**config.mk**
```make
export PLATFORM = sky130hd
export DESIGN_NAME = sample_window_counter_flat
export DESIGN_NICKNAME = d
export VERILOG_FILES = /design/src/rtl/sample_window_counter_if.sv /design/src/rtl/sample_window_counter.sv /design/src/flat_wrapper.sv
export SDC_FILE = /design/constraint.sdc
export NUM_CORES = 1
export LEC_CHECK = 0
export CAP_MARGIN = 0
export CORE_MARGIN = 3
export CORE_UTILIZATION = 50
export DETAILED_ROUTE_END_ITERATION = 16
export PLACE_DENSITY = 0.79
export SYNTH_ARGS = -nofsm -noshare
export SYNTH_HDL_FRONTEND = slang
export SYNTH_SLANG_ARGS = --single-unit
```
**constraint.sdc**
```tcl
create_clock -name clk -period 3.5 [get_ports clk]
set_input_delay 0.7 -clock clk [delete_from_list [all_inputs] [get_ports clk]]
set_output_delay 0.7 -clock clk [all_outputs]
set_load 0.005 [all_outputs]
```
**src/rtl/sample_window_counter_if.sv**
```systemverilog
// Bus bundle for sample_window_counter.
// Signals:
//   clear, start, cnt_up, window_len, mode_oneshot      controller -> counter
//   count_out, window_done, windows_completed, busy,
//   cfg_err                                             counter -> controller
// Modports: master drives the controls and reads the status (the controller side);
// slave is the counter itself.
interface sample_window_counter_if #(
  parameter int CNT_WIDTH = 10,
  parameter int WIN_WIDTH = 8
);
  logic                 clear;
  logic                 start;
  logic                 cnt_up;
  logic [CNT_WIDTH-1:0] window_len;
  logic                 mode_oneshot;
  logic [CNT_WIDTH-1:0] count_out;
  logic                 window_done;
  logic [WIN_WIDTH-1:0] windows_completed;
  logic                 busy;
  logic                 cfg_err;

  modport master (
    output clear, start, cnt_up, window_len, mode_oneshot,
    input  count_out, window_done, windows_completed, busy, cfg_err
  );

  modport slave (
    input  clear, start, cnt_up, window_len, mode_oneshot,
    output count_out, window_done, windows_completed, busy, cfg_err
  );
endinterface

```
**src/rtl/sample_window_counter.sv**
```systemverilog
// Programmable sample-window counter.
// Counts cnt_up strobes into windows of a run-time length latched at start,
// pulses window_done at the end of each window and keeps a saturating tally
// of completed windows. One-shot mode stops after a single window; continuous
// mode runs windows back to back.
// Ports:
//   clk    rising-edge clock
//   n_rst  asynchronous active-low reset
//   bus    sample_window_counter_if.slave (controls in, registered status out)
module sample_window_counter #(
  parameter int CNT_WIDTH = 10,
  parameter int WIN_WIDTH = 8
) (
  input logic                    clk,
  input logic                    n_rst,
  sample_window_counter_if.slave bus
);

  typedef enum logic [1:0] {IDLE, COUNT, DONE} state_t;

  state_t               state_q, state_d;
  logic [CNT_WIDTH-1:0] count_q, count_d;
  logic [CNT_WIDTH-1:0] len_q, len_d;
  logic                 mode_q, mode_d;
  logic                 done_q, done_d;
  logic [WIN_WIDTH-1:0] wins_q, wins_d;
  logic                 busy_q;
  logic                 err_q, err_d;
  logic [CNT_WIDTH-1:0] next_cnt;

  // Tally increment that sticks at all-ones instead of wrapping.
  function automatic logic [WIN_WIDTH-1:0] sat_inc(input logic [WIN_WIDTH-1:0] v);
    return (&v) ? v : v + 1'b1;
  endfunction

  // Priority: clear > start > cnt_up.
  always_comb begin
    state_d  = state_q;
    count_d  = count_q;
    len_d    = len_q;
    mode_d   = mode_q;
    done_d   = 1'b0;
    wins_d   = wins_q;
    err_d    = err_q;
    next_cnt = count_q;
    if (bus.clear) begin
      state_d = IDLE;
      count_d = '0;
      wins_d  = '0;
      err_d   = 1'b0;
    end else if (bus.start) begin
      if (bus.window_len == '0) begin
        // A zero-length window is meaningless: flag it, leave everything else.
        err_d = 1'b1;
      end else begin
        len_d   = bus.window_len;
        mode_d  = bus.mode_oneshot;
        count_d = '0;
        state_d = COUNT;
        err_d   = 1'b0;
      end
    end else if (state_q == COUNT && bus.cnt_up) begin
      // A full window rolls over to the first sample of the next one.
      next_cnt = (count_q == len_q) ? CNT_WIDTH'(1) : count_q + 1'b1;
      count_d  = next_cnt;
      if (next_cnt == len_q) begin
        done_d = 1'b1;
        wins_d = sat_inc(wins_q);
        if (mode_q) state_d = DONE;
      end
    end
  end

  always_ff @(posedge clk or negedge n_rst) begin
    if (!n_rst) begin
      state_q <= IDLE;
      count_q <= '0;
      len_q   <= '0;
      mode_q  <= 1'b0;
      done_q  <= 1'b0;
      wins_q  <= '0;
      busy_q  <= 1'b0;
      err_q   <= 1'b0;
    end else begin
      state_q <= state_d;
      count_q <= count_d;
      len_q   <= len_d;
      mode_q  <= mode_d;
      done_q  <= done_d;
      wins_q  <= wins_d;
      // busy is registered from the next state so it tracks state_q exactly.
      busy_q  <= (state_d == COUNT);
      err_q   <= err_d;
    end
  end

  assign bus.count_out         = count_q;
  assign bus.window_done       = done_q;
  assign bus.windows_completed = wins_q;
  assign bus.busy              = busy_q;
  assign bus.cfg_err           = err_q;

endmodule

```
**src/flat_wrapper.sv**
```systemverilog
// flat-port wrapper written by rule: the top's interface ports become plain ports
module sample_window_counter_flat 
#(
  parameter int CNT_WIDTH = 10,
  parameter int WIN_WIDTH = 8
)
  (clk, n_rst, bus_clear, bus_start, bus_cnt_up, bus_window_len, bus_mode_oneshot, bus_count_out, bus_window_done, bus_windows_completed, bus_busy, bus_cfg_err);
  sample_window_counter_if #(.CNT_WIDTH(CNT_WIDTH), .WIN_WIDTH(WIN_WIDTH)) bus_i ();
  input logic clk;
  input logic n_rst;
  input wire logic [$bits(bus_i.clear)-1:0] bus_clear;
  input wire logic [$bits(bus_i.start)-1:0] bus_start;
  input wire logic [$bits(bus_i.cnt_up)-1:0] bus_cnt_up;
  input wire logic [$bits(bus_i.window_len)-1:0] bus_window_len;
  input wire logic [$bits(bus_i.mode_oneshot)-1:0] bus_mode_oneshot;
  output wire logic [$bits(bus_i.count_out)-1:0] bus_count_out;
  output wire logic [$bits(bus_i.window_done)-1:0] bus_window_done;
  output wire logic [$bits(bus_i.windows_completed)-1:0] bus_windows_completed;
  output wire logic [$bits(bus_i.busy)-1:0] bus_busy;
  output wire logic [$bits(bus_i.cfg_err)-1:0] bus_cfg_err;
  assign bus_i.clear = bus_clear;
  assign bus_i.start = bus_start;
  assign bus_i.cnt_up = bus_cnt_up;
  assign bus_i.window_len = bus_window_len;
  assign bus_i.mode_oneshot = bus_mode_oneshot;
  assign bus_count_out = bus_i.count_out;
  assign bus_window_done = bus_i.window_done;
  assign bus_windows_completed = bus_i.windows_completed;
  assign bus_busy = bus_i.busy;
  assign bus_cfg_err = bus_i.cfg_err;
  sample_window_counter #(.CNT_WIDTH(CNT_WIDTH), .WIN_WIDTH(WIN_WIDTH)) u_core (.clk(clk), .n_rst(n_rst), .bus(bus_i));
endmodule
```
# == After elaboration in Yosys (flattened, before gate mapping) ==
# Index checks and enable logic that the tools add are counted.
# totals
ff_bits,34
latchBits,0
mem_bits_rw,0
rom_bits,0
wordCells,52
n_memories,0
# op_classes
add_sub_neg,2
mul,0
div_mod_pow,0
magnitude_cmp,0
eq_ne,7
shift,0
mux,23
bitwise_logic,2
reduce_logical,10
# op_table
op,count
$mux W10,5
$mux W8,5
$eq A10 B10 Y1,2
$mux W2,6
$add A10 B1 Y10 const B,1
$logic_not A10 Y1,1
$add A8 B1 Y8 const B,1
$reduce_and A8 Y1,1
$mux W1,7
$reduce_bool A2 Y1,3
$eq A2 B1 Y1 const B,2
$ne A2 B2 Y1 const B,2
$reduce_and A4 Y1,1
$ne A3 B3 Y1 const B,1
$reduce_and A3 Y1,1
$reduce_bool A3 Y1,1
$not A1 Y1,2
$reduce_and A2 Y1,1
$logic_and A1 B1 Y1,1

# == Logic depth before layout (Yosys ltp) ==
# Gate-level depths: netlist of the first run.
# logic_depth
depth_word,8
depth_mapped,10
mapped_depth_nobuf,8

# == Least setup slack after synthesis of the first run ==
# Ideal clock, no wire load.
# synth_timing
path_kind,reg2reg
startpoint,register u_core.count_q[2] (netlist: u_core.bus.count_out[2])
endpoint,register u_core.wins_q[0] (netlist: u_core.bus.windows_completed[0])
setup_ns,0.128
t_arrival_ns,2.319
path_slack_ns,1.053
stages_incl_launch_ff,10
path_buffers,2
synth_period_minus_slack_ns,2.447
cell_sequence,dfrtp_1 > buf_2 > xor2_1 > or2_1 > buf_2 > nor3_4 > nor3b_2 > o22ai_4 > nor4b_4 > mux2_1
# synth_via
elab_chain_len,5
elab_cells_between_ends,6
# synth_lines
item,line_no,rtl
"start, declared",sample_window_counter.sv:22,"logic [CNT_WIDTH-1:0] count_q, count_d;"
"start signal, assigned",sample_window_counter.sv:86,count_q <= count_d;
$add A10 B1 Y10 / $eq A10 B10 Y1 (equally long branches),sample_window_counter.sv:64,next_cnt = (count_q == len_q) ? CNT_WIDTH'(1) : count_q + 1'b1;
$mux W10 (*),sample_window_counter.sv:64,
$eq A10 B10 Y1 (*),sample_window_counter.sv:66,if (next_cnt == len_q) begin
$reduce_bool A2 Y1 (no line) (*),n/a,
$reduce_and A4 Y1 (no line) (*),n/a,
"end signal, assigned",sample_window_counter.sv:90,wins_q <= wins_d;
"end, declared",sample_window_counter.sv:26,"logic [WIN_WIDTH-1:0] wins_q, wins_d;"
# Mark *: on every way between the ends. The rest lies on a longest branch, timed or not.
# A chain may end at the register's enable or synchronous reset.

# == Worst setup path in the final report of the first run ==
# layout_timing
startpoint,register u_core.count_q[2] (netlist: u_core.bus.count_out[2])
endpoint,register u_core.wins_q[2] (netlist: u_core.bus.windows_completed[2])
# The elaborated chain is that of the path after synthesis.

==> run_results.csv, run 1 <==
group,metric,value,unit
setup_path,cp.arrival,3.15,ns
sta,grt_setup_unrepaired,"no",
worst_hold_path,hold_path.class,"reg -> reg",
synthesis,synth.area.top_cells,"dfrtp_1 35%, mux2_2 4.2%, o21ai_0 3.7%, nor2_1 3.4%, mux2_1 3.3%",
clocking,cts_resized,0,
global_route,grt_overflow,0,
route,wl_per_cell,17.2,µm
placement,io_buffers,36,
floorplanning,fp.dieH,75.6,µm
power_and_ir_drop,p_leak,0.00113,µW
synthesis,synth-compound-area-share,18.1,%
setup_path,startpoint_type,"flip-flop",
synthesis,synth-simple-area-share,27.4,%
route,drtIter0Drc,159,
finish,drive_gt1_share,11.1,%
floorplanning,rows,24,
synthesis,synth.area.mux_share,8.28,%
route,wl,5860,µm
synthesis,synth_edf_count,0,
synthesis,yosysTopAreaCell,"dfrtp_1",
synthesis,synth-seq-cells,34,
synthesis,syn_nets,279,
worst_hold_path,holdPathEnd,"u_core.bus.cfg_err",
finish,area_growth,17.8,%
power_and_ir_drop,p_sw_share,31.3,%
floorplanning,dieWidth,75.6,µm
synthesis,synthArstFlopShare,100,%
sta,setup-tns-final,0,ns
route,viasPerCell,6.34,
synthesis,ys_types,66,
finish,num_antenna_cells,0,
synthesis,synth_warnings,0,
setup_path,reg2reg_to,"u_core.bus.windows_completed[2]",
clocking,cts_buffer_depth,2,
sta,fin_crit,2.97,ns
power_and_ir_drop,total_power,925,µW
route,vias,2157,
synthesis,syn_area_per_cell,9.27,µm²
synthesis,synth_xor_area_share,5.07,%
global_route,grt_max_degree,35,
synthesis,synth_top_area_share,35.2,%
power_and_ir_drop,switching_power,290,µW
sta,finalSetupViolCount,0,
clocking,cts_tree,"done",
floorplanning,design.die.area,0.00571,mm²
placement,dp_hpwl,4330,µm
power_and_ir_drop,peakVddDrop,0.296,mV
floorplanning,io_pins,37,
setup_path,crit_type,"reg -> reg",
synthesis,synthAdderAreaFrac,1.03,%
sta,finalClockSkew,0.00438,ns
synthesis,postSynthCellCount,261,
synthesis,syn_area,0.00242,mm²
status,status,"completed",
route,drc,0,
setup_path,end_kind,"flip-flop",
power_and_ir_drop,seqPwrFrac,49.0,%
floorplanning,initial_utilization,53.7,%
job,max_cap_viol_count,0,
clocking,cts.sinks,34,
setup_path,cp.required,3.68,ns
global_route,grt_pass1_vias,1982,
sta,worst_pin_slew,0.869,ns
sta,fin_crit_sh,85.0,%
synthesis,post-synth-top-count-cell,"dfrtp_1",
power_and_ir_drop,comb_power_share,19.2,%
synthesis,synth_common_cells,"34 x dfrtp_1, 22 x nor2_1, 18 x o21ai_0, 17 x nand2_1, 11 x nor2b_1",
setup_path,r2r_slack,0.53,ns
clocking,cts_made_buffers,5,
clocking,clk_pin_slew,0.07,ns
sta,drv_slew,0,
route,dr.pass1.iters,6,
global_route,grt_usage,22.8,%
setup_path,timing.rr.start,"u_core.bus.count_out[2]",
route,drtAntennaViolNets,0,
floorplanning,coreArea,0.00450,mm²
global_route,antenna_found_initial,0,
finish,nNetsFinal,305,
sta,max_freq,336,MHz
worst_hold_path,whs_path_depth,1,
synthesis,synth-main-ff-cell,"dfrtp_1",
clocking,clk_latency,0.29,ns
clocking,root_buffer,"clkbuf_8",
setup_path,reg2regPathDepth,7,
placement,gp_congestion,0.901,
clocking,ctsHoldBuffers,0,
clocking,post_cts_buffers,0,
sta,slew_headroom,41.8,%
clocking,h-tree-depth,2,
synthesis,synth_top_family_by_area,"simple AND/OR/NAND/NOR gates",
synthesis,seq_area_frac_synth,35.2,%
sta,hold_violations,0,
power_and_ir_drop,clockPowerShare,31.8,%
global_route,grt_pass1_wl,9800,µm
setup_path,crit_fanout,13,
power_and_ir_drop,p_int,635,µW
power_and_ir_drop,power_density,324,mW/mm²
worst_hold_path,hp-start,"u_core.bus.cfg_err",
## state kept, by name (all words and copies together), names as in the netlist
name and flops:
u_core.bus.busy 1, u_core.bus.cfg_err 1, u_core.bus.count_out 10, u_core.bus.window_done 1
u_core.bus.windows_completed 8, u_core.len_q 10, u_core.mode_q 1, u_core.state_q 2
## how the worst max path moves through the flow
stage	start	to	slack, ns
floorplan	u_core.bus.count_out[2]	u_core.bus.windows_completed[0]	1.05
global placement	u_core.bus.count_out[2]	u_core.bus.windows_completed[7]	0.61
detailed placement	u_core.bus.count_out[2]	u_core.bus.windows_completed[2]	0.58
CTS	u_core.bus.count_out[2]	u_core.bus.windows_completed[2]	0.56
global route	u_core.bus.count_out[2]	u_core.bus.windows_completed[3]	0.31
finish	u_core.bus.count_out[2]	u_core.bus.windows_completed[2]	0.53
## cell type report
cell class | count | area (µm²)
clock buffers | 6 | 72.6
fillers | 369 | 1650
multi-input cells | 201 | 1450
inverters | 7 | 26.3
clock inverters | 2 | 13.8
repair buffers | 38 | 375
flip-flops and latches | 34 | 851
well taps | 52 | 65.1
## through the flow
stage / util, % / setup WS [ns] / std cells / instance area, µm² / hold slack [ns]
after detailed placement: 61.4 / 0.578 / 332 / 2760 / 0.470
final: 63.3 / 0.526 / 340 / 2850 / 0.490
after floorplan: - / 1.05 / 261 / 2420 / 0.404
after global placement: 61.4 / 0.613 / 332 / 2760 / 0.473
after global routing: 63.3 / 0.308 / 340 / 2850 / 0.521
after CTS: 63.3 / 0.561 / 340 / 2850 / 0.491
## worst max-delay path, cell delays in order, from the launching register on
cell and delay [ns]:
dfrtp_1 0.55, nand3_1 0.43, o21ai_2 0.34, a21oi_1 0.11
o32ai_1 0.49, o21ai_2 0.23, nor4_1 0.36, mux2_1 0.35
## layout by cell type (no fill, tap or decap), types with 5 or more instances in the layout
cell type,instances
a21oi_1,5
a31oi_1,5
and3_1,6
clkbuf_8,5
clkdlybuf4s50_1,36
dfrtp_1,34
inv_1,6
mux2_1,7
mux2_2,9
nand2_1,17
nand3_1,8
nand4_1,9
nor2_1,22
nor2b_1,11
nor4_1,10
o21ai_0,18
xnor2_1,9
xor2_1,5
## power by group through the flow
stage	clock network (µW)	registers [µW]	logic (µW)
after CTS	302	451	177
after floorplan	0	440	132
after global routing	325	456	194
after global placement	0	458	173
final	294	453	178
after detailed placement	0	459	177
## routing by layer
| layer | wire length (µm) | share of wire, % | global-route usage [%] | up-vias |
|---|---|---|---|---|
| met1 | 2650 | 45 | 32.8 | 1012 |
| met5 | 0 | 0 | 0 | - |
| met4 | 125 | 2.1 | 7.38 | 0 |
| met2 | 2680 | 46 | 34.0 | 96 |
| met3 | 408 | 7.0 | 5.15 | 17 |
| li1 | - | - | - | 1032 |
## logic make-up (layout without fill, tap and decap cells)
family                     count (synthesis)  count (layout)
AOI/OAI and AO/OA                         58              58
DFF                                       34              34
adders and majority gates                  2               2
muxes                                     18              18
buffers and inverters                     26              53
xor gates and xnor gates                  14              14
and+or+nand+nor                          109             109
(Power assumes the default switching activity.)
==> run 2, diff against run 1 <==
==> constraint.sdc (replaced) <==
create_clock -name clk -period 3.05 [get_ports clk]
set_input_delay 0.61 -clock clk [delete_from_list [all_inputs] [get_ports clk]]
set_output_delay 0.61 -clock clk [all_outputs]
set_load 0.005 [all_outputs]
==> run 2 against run 1 <==
  * Non-clock buffer count increased by 9
  * Global-route usage down 0.086 points
  * Critical path depth up 1
  * Register-to-register slack got worse by 0.31 ns
  * Worst hold slack lost 0.0030 ns
  * Power rose by 18%
  * Cell count increased by 2.6%
==> run_results.csv, run 2 (synthesized netlist as in run 1, its figures left out) <==
group,metric,value,unit
finish,drive_gt1_share,14.1,%
floorplanning,dieWidth,75.6,µm
finish,fin_cells,349,
clocking,cts_made_buffers,5,
global_route,grt_max_degree,35,
sta,finalClockSkew,0.00390,ns
power_and_ir_drop,peakVddDrop,0.363,mV
clocking,clk_latency,0.29,ns
sta,worst_pin_slew,0.860,ns
sta,fin_crit_sh,93.0,%
global_route,grt_pass1_vias,2029,
floorplanning,initial_utilization,53.7,%
setup_path,r2r_slack,0.21,ns
route,drc,0,
sta,finalSetupViolCount,0,
sta,fin_crit,2.84,ns
sta,grt_setup_unrepaired,"no",
finish,final_cell_mix,"36 x clkdlybuf4s50_1, 34 x dfrtp_1, 22 x nor2_1, 18 x o21ai_0, 17 x nand2_1",
floorplanning,fp.dieH,75.6,µm
finish,num_antenna_cells,0,
route,viasPerCell,6.22,
route,wl,5970,µm
status,status,"completed",
setup_path,crit_fanout,13,
placement,place_ws,0.242,ns
clocking,ctsHoldBuffers,0,
global_route,antenna_found_initial,0,
route,drtAntennaViolNets,0,
floorplanning,coreArea,0.00450,mm²
sta,slew_headroom,42.4,%
sta,setup-tns-final,0,ns
placement,gp_congestion,0.996,
global_route,grt_pass1_wl,9850,µm
setup_path,cp-endpoint,"u_core.bus.windows_completed[2]",
worst_hold_path,hold_path.class,"reg -> reg",
finish,area_growth,21.0,%
setup_path,crit_type,"reg -> reg",
finish,fin_area,0.00293,mm²
setup_path,crit_path_start,"u_core.bus.count_out[0]",
route,dr.pass1.iters,4,
setup_path,cp.arrival,3.01,ns
finish,final_common_cell,"clkdlybuf4s50_1",
job,max_cap_viol_count,0,
global_route,grt_overflow,0,
route,wl_per_cell,17.1,µm
setup_path,reg2regPathDepth,8,
finish,regArea,851,µm²
finish,n_fill_cell,381,
placement,placedCellCount,341,
clocking,post_cts_buffers,0,
clocking,cts.sinks,34,
power_and_ir_drop,power_density,372,mW/mm²
finish,multi_input_comb_area,0.00145,mm²
clocking,cts_tree,"done",
setup_path,timing.rr.start,"u_core.bus.count_out[0]",
setup_path,startpoint_type,"flip-flop",
placement,io_buffers,36,
route,drtIter0Drc,173,
sta,drv_slew,0,
placement,placed_area,0.00283,mm²
clocking,cts_resized,0,
setup_path,end_kind,"flip-flop",
finish,fin_util,65.0,%
floorplanning,rows,24,
global_route,grt_usage,22.7,%
clocking,h-tree-depth,2,
sta,setup_ws,0.215,ns
sta,hold_violations,0,
floorplanning,design.die.area,0.00571,mm²
route,vias,2172,
setup_path,cp.required,3.22,ns
clocking,clk_pin_slew,0.07,ns
clocking,cts_buffer_depth,2,
clocking,root_buffer,"clkbuf_8",
power_and_ir_drop,p_leak,0.00118,µW
sta,max_freq,353,MHz
finish,nNetsFinal,314,
floorplanning,io_pins,37,
setup_path,reg2reg_to,"u_core.bus.windows_completed[2]",
placement,dp_hpwl,4470,µm
## run 2: layer usage
| metal | global-route usage (%) | share of wire (%) | wire (µm) | up-vias |
|---|---|---|---|---|
| met5 | 0 | 0 | 0 | - |
| met4 | 6.99 | 1.7 | 99 | 0 |
| met3 | 4.22 | 5.5 | 327 | 10 |
| met2 | 35.7 | 47 | 2790 | 79 |
| met1 | 31.8 | 46 | 2750 | 1039 |
| li1 | - | - | - | 1044 |
## run 2: area by class of cell
class                   instances  area share, %
clock inverters                 2          0.428
multi-input cells             201           49.4
repair buffers                 47           15.1
inverters                       7          0.898
clock buffers                   6           2.82
well taps                      52           2.22
flip-flops and latches         34           29.1
## run 2: worst min-delay path by stage
| stage | slack (ns) | startpoint | endpoint | cells after the start |
|---|---|---|---|---|
| floorplan | 0.31 | n_rst | u_core.bus.busy | 0 |
| global placement | 0.47 | u_core.bus.cfg_err | u_core.bus.cfg_err | 1 |
| detailed placement | 0.47 | u_core.bus.cfg_err | u_core.bus.cfg_err | 1 |
| CTS | 0.50 | u_core.bus.cfg_err | u_core.bus.cfg_err | 1 |
| global route | 0.53 | u_core.bus.cfg_err | u_core.bus.cfg_err | 1 |
| finish | 0.49 | u_core.bus.cfg_err | u_core.bus.cfg_err | 1 |
## run 2: where the power goes
part           leakage [µW]  internal, µW  switching, µW
logic              0.000685           104            125
registers          0.000448           475           30.7
clock network     0.0000472           181            173
## run 2: per-stage QoR
stage	hold slack [ns]	total power, µW
finish	0.487	1090
global route	0.530	1140
CTS	0.495	1100
detailed placement	0.473	738
global placement	0.469	735
floorplan	0.314	656
## run 2: critical path, stage by stage (launching register included)
cell and delay, ns:
dfrtp_1 0.61, ha_1 0.40, nand4_1 0.20, or3_1 0.36
a21o_1 0.20, a22o_1 0.23, o22ai_4 0.28, nor4_1 0.10
mux2_1 0.33
==> run 3, diff against run 2 <==
--- a/config.mk
+++ b/config.mk
@@ -5,7 +5,7 @@
 export SDC_FILE = /design/constraint.sdc
 export NUM_CORES = 1
 export LEC_CHECK = 0
-export CAP_MARGIN = 0
+export CAP_MARGIN = 20
 export CORE_MARGIN = 3
 export CORE_UTILIZATION = 50
 export DETAILED_ROUTE_END_ITERATION = 16
==> results of run 3 <==
Same layout as run 2: the final DEF is identical, and so are final timing and power.
